## config.mk

```make
export PLATFORM = sky130hd
export DESIGN_NAME = if_fetch_unit
export DESIGN_NICKNAME = d
export VERILOG_FILES = /design/src/rtl/if_pkg.sv /design/src/rtl/if_skid_buf.sv /design/src/rtl/if_fetch_unit.sv
export SDC_FILE = /design/constraint.sdc
export NUM_CORES = 1
export LEC_CHECK = 0
export ABC_CLOCK_PERIOD_IN_PS = 3800
export CORE_MARGIN = 2
export CORE_UTILIZATION = 45
export CTS_CLUSTER_SIZE = 30
export DETAILED_ROUTE_END_ITERATION = 8
export GPL_TIMING_DRIVEN = 0
export PLACE_DENSITY = 0.77
export RECOVER_POWER = 100
export SYNTH_ARGS = -nofsm -noshare
export SYNTH_HDL_FRONTEND = slang
export SYNTH_SLANG_ARGS = --single-unit
```

## constraint.sdc

```tcl
create_clock -name clk_i -period 3.8 [get_ports clk_i]
set_input_delay 0.76 -clock clk_i [delete_from_list [all_inputs] [get_ports clk_i]]
set_output_delay 0.76 -clock clk_i [all_outputs]
set_load 0.005 [all_outputs]
```

## src/rtl/if_pkg.sv

```systemverilog
// Shared types and constants for the instruction-fetch stage.
package if_pkg;

  typedef enum logic [1:0] {
    FETCH = 2'd0,
    HOLD  = 2'd1,
    DROP  = 2'd2
  } state_e;

  localparam logic [31:0] RESET_PC_DEFAULT = 32'h0000_0000;
  localparam logic [31:0] NOP_WORD         = 32'h0000_0000;

endpackage

```

## src/rtl/if_skid_buf.sv

```systemverilog
// One-entry {pc+4, instruction} holding buffer; clear wins over load.
module if_skid_buf
  import if_pkg::*;
(
  input  logic        clk_i,
  input  logic        rst_i,
  input  logic        load,
  input  logic        clear,
  input  logic [31:0] next_pc4,
  input  logic [31:0] next_instr,
  output logic        full,
  output logic [31:0] pc4,
  output logic [31:0] instr
);

  always_ff @(posedge clk_i or negedge rst_i) begin
    if (!rst_i) begin
      full  <= 1'b0;
      pc4   <= 32'h0;
      instr <= NOP_WORD;
    end else if (clear) begin
      full <= 1'b0;
    end else if (load) begin
      full  <= 1'b1;
      pc4   <= next_pc4;
      instr <= next_instr;
    end
  end

endmodule

```

## src/rtl/if_fetch_unit.sv

```systemverilog
// Instruction-fetch stage: owns the PC, fetches over req/ready, feeds IF/ID.
// Optional IF_PERF_CNT_EN adds fetch and bubble counters.
module if_fetch_unit
  import if_pkg::*;
#(
  parameter logic [31:0] RESET_PC = RESET_PC_DEFAULT
) (
  input  logic        clk_i,
  input  logic        rst_i,
  input  logic        stall_i,
  input  logic        branch_taken_i,
  input  logic [31:0] branch_target_i,
  output logic        imem_req_o,
  output logic [31:0] imem_addr_o,
  input  logic        imem_ready_i,
  input  logic [31:0] imem_data_i,
  output logic [31:0] pc_plus4_o,
  output logic [31:0] instr_o,
  output logic        valid_o,
  output logic        flush_o,
  output logic        hold_o
`ifdef IF_PERF_CNT_EN
  ,
  output logic [31:0] fetch_cnt_o,
  output logic [31:0] bubble_cnt_o
`endif
);

  state_e      state, state_n;
  logic [31:0] pc_q, pc_n, pc_plus4;
  logic        buf_load, buf_clear, buf_full;
  logic [31:0] buf_pc4, buf_instr;
  logic        live_resp;

  if_skid_buf u_skid (
    .clk_i      (clk_i),
    .rst_i      (rst_i),
    .load       (buf_load),
    .clear      (buf_clear),
    .next_pc4   (pc_plus4),
    .next_instr (imem_data_i),
    .full       (buf_full),
    .pc4        (buf_pc4),
    .instr      (buf_instr)
  );

  assign pc_plus4    = pc_q + 32'd4;
  assign live_resp   = rst_i & (state == FETCH) & imem_ready_i;
  assign valid_o     = rst_i & (buf_full | live_resp);
  assign pc_plus4_o  = buf_full ? buf_pc4 : pc_plus4;
  assign instr_o     = buf_full ? buf_instr : imem_data_i;
  assign imem_req_o  = rst_i & (state != HOLD);
  assign imem_addr_o = pc_q;
  // A bubble is only loaded when IF/ID is free to take it.
  assign flush_o     = branch_taken_i | (rst_i & ~valid_o & ~stall_i);
  assign hold_o      = stall_i & ~branch_taken_i;

  always_ff @(posedge clk_i or negedge rst_i) begin
    if (!rst_i) begin
      state <= FETCH;
      pc_q  <= RESET_PC;
    end else begin
      state <= state_n;
      pc_q  <= pc_n;
    end
  end

  always_comb begin
    state_n   = state;
    pc_n      = pc_q;
    buf_load  = 1'b0;
    buf_clear = 1'b0;
    if (branch_taken_i) begin
      // An unfinished request must still complete; its data is thrown away.
      pc_n      = branch_target_i;
      buf_clear = 1'b1;
      state_n   = (state != HOLD && !imem_ready_i) ? DROP : FETCH;
    end else begin
      case (state)
        FETCH: begin
          if (imem_ready_i) begin
            pc_n = pc_plus4;
            if (stall_i) begin
              buf_load = 1'b1;
              state_n  = HOLD;
            end
          end
        end
        HOLD: begin
          if (!stall_i) begin
            buf_clear = 1'b1;
            state_n   = FETCH;
          end
        end
        DROP: begin
          if (imem_ready_i) state_n = FETCH;
        end
        default: state_n = FETCH;
      endcase
    end
  end

`ifdef IF_PERF_CNT_EN
  logic consume;
  assign consume = valid_o & ~stall_i & ~branch_taken_i;

  always_ff @(posedge clk_i or negedge rst_i) begin
    if (!rst_i) begin
      fetch_cnt_o  <= 32'h0;
      bubble_cnt_o <= 32'h0;
    end else begin
      if (consume) fetch_cnt_o <= fetch_cnt_o + 32'd1;
      if (flush_o && !branch_taken_i) bubble_cnt_o <= bubble_cnt_o + 32'd1;
    end
  end
`endif

endmodule
```

==> flow_summary.toml <==
[run_status]
result_of_the_run = "finished, final reports clean"

[logic_synthesis]
synthesis.yosys.warnings = 0
ys_seq_area_frac = 0.441
yosys.area.top_type_share = 0.441
ys_ff_latch = 99
synth.avg_cell_area_um2 = 11.1
synth_area_mm2 = 0.00561
synth_largest_area_cell = "sky130_fd_sc_hd__dfrtp_1"
synth.distinct_cells = 42
synthesis.nets = 576
synth.area.top_cells = "sky130_fd_sc_hd__dfrtp_1 (44%), sky130_fd_sc_hd__mux2_2 (24%), sky130_fd_sc_hd__xnor2_1 (5.2%), sky130_fd_sc_hd__nand2_1 (3.7%), sky130_fd_sc_hd__xor2_1 (3.7%)"
postSynthCellCount = 506

[sta]
layout_worst_path_cycle_share = 0.969
timing.final.max_slew_violations = 0
fmaxAchievable_mhz = 271
max_slew.worst_pin.slew_ns = 0.697
unrepaired_setup_endpoints_after_global_routing = "false"
setup_violations = 0
layout_min_cycle_time_ns = 3.68
hold_viol_final = 0
maxSlewHeadroom = 0.535
clock_skew_ns = 0.0101

[placed_design]
dp_cells = 843
gp_routability_congestion = 0.851
place_area_mm2 = 0.00753
place.port_buffers = 168
place_hpwl_um = 11000

[grt]
grt-ovfl-total = 0
grt_util_overall = 0.229
grt_pass1_vias = 4706
largest_net_degree_at_the_start_of_global_routing = 70
grt_antenna_before_repair = 0
grt_pass1_wl_um = 23900

[floorplan]
initial_core_utilization = 0.463
core.rowCount = 40
dieHeight_um = 116
die_w_um = 116
fp.dieArea_mm2 = 0.0134
core_mm2 = 0.0121
top_level_port_count = 169

[power_and_ir_drop]
power_density_normalized_to_cell_area_mw_per_mm2 = 407
vdd_ir_drop_max_mv = 0.220
leakage_power_summed_over_all_cells_nw = 3.15
finalPower_mw = 3.18

[drt]
detailedRoute.firstIterationViolations = 219
drt-pass1-iter-count = 4
avgViaCountPerCell = 5.23
vias = 4499
drc_errors = 0
drt-total-wl_um = 14900
post_drt_wl_per_cell_um = 17.3
final_antenna_net_count = 0

[final_layout]
fin_nets = 758
finalCoreUtilization = 0.646
antennaDiodeCount = 0
final.fill_count = 1018
finalInstanceArea_mm2 = 0.00782
drive_above_1_share = 0.235
layoutNonFillerInstCount = 861
area_delta_synth_final_pct = 39.4

[clock_tree]
tritoncts = "built"
clock-root-buffer = "sky130_fd_sc_hd__clkbuf_16"
max-clock-path-buffers = 2
cts_htree_levels = 3
cts.sink_count = 99
clkSlewWorstSetupHoldPaths_ns = 0.07
cts_buffers = 9
clock_latency_ns = 0.35

[critical_path]
critical_path.reg2reg.startpoint = "state[0]$_DFFE_PN0P_"
cpPeakStageDelay_ns = 0.58
timing.critical_path.to_type = "output port"
cpMaxStageDelayCell = "sky130_fd_sc_hd__dlygate4sd3_1"
rr_worst_depth = 5
r2r_slack_ns = 1.57
critPathArrivalTime_ns = 2.92
crit_chain = "dlygate4sd3_1, nor3b_4, clkbuf_2, nor4b_1, or2_2, clkdlybuf4s50_1"
timing.critical_path.fanout_max = 10
cp-endpoint = "flush_o"
worstSetupStartpoint = "imem_ready_i"
critical_path_buffer_and_inverter_count = 3
cell_depth_of_the_worst_setup_path = 6
criticalPathCategory = "primary input to output port"
worstReg2RegEnd = "u_skid.pc4[4]$_DFFE_PN0P_"
critical_path_required_ns = 3.04
critical-path-top-delay-family = "buffers and inverters"
worstSetupStartpointType = "primary input"

[flow_run]
timing.max_cap.violations = 0

[worst_hold_path]
min_path_type = "primary input to asynchronous set/reset pin"
## metrics by stage
step / setup WS [ns] / hold WS [ns] / TNS (ns)
2_1_floorplan: 1.27 / 0.450 / 0
3_3_place_gp: -2.61 / 0.465 / -191.16
3_5_place_dp: -0.115 / 0.477 / -0.115
4_1_cts: 0.0615 / 0.386 / 0
5_1_grt: 0.0175 / 0.403 / 0
6_report: 0.116 / 0.373 / 0
## worst register-to-register path: cells and delay by family (launching register included)
family	cells	cell delay, ns
AND/OR/NAND/NOR	2	0.24
multiplexers	1	0.41
flip-flops	1	0.45
buffers and inverters	2	1.02
## cells in the mapped netlist, drive strengths merged
| cell | number |
|---|---|
| mux2 | 127 |
| dfrtp | 99 |
| nand2 | 56 |
| o21ai | 35 |
| xnor2 | 33 |
| nand3 | 25 |
| xor2 | 24 |
| clkbuf | 22 |
| nor2 | 20 |
| nand4 | 15 |
| buf | 12 |
| nor3 | 8 |
| nor4 | 8 |
| inv | 4 |
| or2 | 3 |
| a21oi | 2 |
| and3 | 2 |
| nor2b | 2 |
| nor4b | 2 |
| and2 | 1 |
| ha | 1 |
| mux2i | 1 |
| nand2b | 1 |
| nor3b | 1 |
| o21a | 1 |
| or3b | 1 |
## sequential cells by signal, summed over array words and instances (netlist names)
| signal | cells |
|---|---|
| u_skid.full | 1 |
| u_skid.pc4 | 32 |
| state | 2 |
| imem_addr_o | 32 |
| u_skid.instr | 32 |
## cells in the final DEF (no fill, tap or decap), types with 22 or more instances in the layout
master,synthesis,layout
sky130_fd_sc_hd__mux2_2,120,119
sky130_fd_sc_hd__dfrtp_1,99,98
sky130_fd_sc_hd__clkdlybuf4s50_1,0,85
sky130_fd_sc_hd__dlygate4sd3_1,0,82
sky130_fd_sc_hd__nand2_1,56,56
sky130_fd_sc_hd__o21ai_0,26,33
sky130_fd_sc_hd__xnor2_1,33,32
sky130_fd_sc_hd__clkbuf_1,22,27
sky130_fd_sc_hd__xor2_1,24,24
sky130_fd_sc_hd__nand3_1,22,22
## worst min path at each step
stage	endpoint	slack (ns)	cells past startpoint
2_1_floorplan	u_skid.pc4[28]$_DFFE_PN0P_	0.45	2
3_3_place_gp	u_skid.pc4[28]$_DFFE_PN0P_	0.47	2
3_5_place_dp	u_skid.pc4[28]$_DFFE_PN0P_	0.48	2
4_1_cts	u_skid.pc4[5]$_DFFE_PN0P_	0.39	1
5_1_grt	u_skid.pc4[5]$_DFFE_PN0P_	0.40	1
6_report	u_skid.pc4[9]$_DFFE_PN0P_	0.37	1
## area by class of cell
type	instances	area [µm²]	area share
Buffer	34	141	0.0181
Tap cell	168	210	0.0269
Timing Repair Buffer	171	1720	0.220
Clock buffer	11	253	0.0323
Inverter	4	15.0	0.00192
Sequential cell	99	2480	0.317
Multi-Input combinational cell	369	2960	0.378
Clock inverter	5	45.0	0.00576
## per-layer routing
layer  part of all wire  vias up  GRT usage
met5                  0        -          0
met4              0.012        0     0.0571
met3              0.050       13     0.0424
met2               0.50      135      0.383
met1               0.44     2227      0.310
li1                   -     2124          -
## where the power goes
part | total (mW) | internal, mW | switching (mW)
sequential | 1.41 | 1.27 | 0.141
clock | 0.906 | 0.488 | 0.418
combinational | 0.865 | 0.538 | 0.327
total | 3.18 | 2.30 | 0.886
## kinds of logic (layout without fill, tap and decap cells)
group,count (synthesis),after routing,synth area share
AND/OR/NAND/NOR,145,145,0.146
adder cells (fa/ha/maj),1,1,0.00223
buffers and inverters,38,225,0.0297
AO/OA/AOI/OAI,38,38,0.0350
multiplexers,128,128,0.257
flip-flops,99,99,0.441
XOR/XNOR,57,57,0.0890
## timing repair
item	in CTS	in global routing
gates resized for setup	1	3
setup buffers	0	2
gates cloned	0	0
pin swaps	0	2
endpoints found under the setup margin	1	4
hold buffers	0	0
No activity file was read; power rests on OpenSTA's default activity.
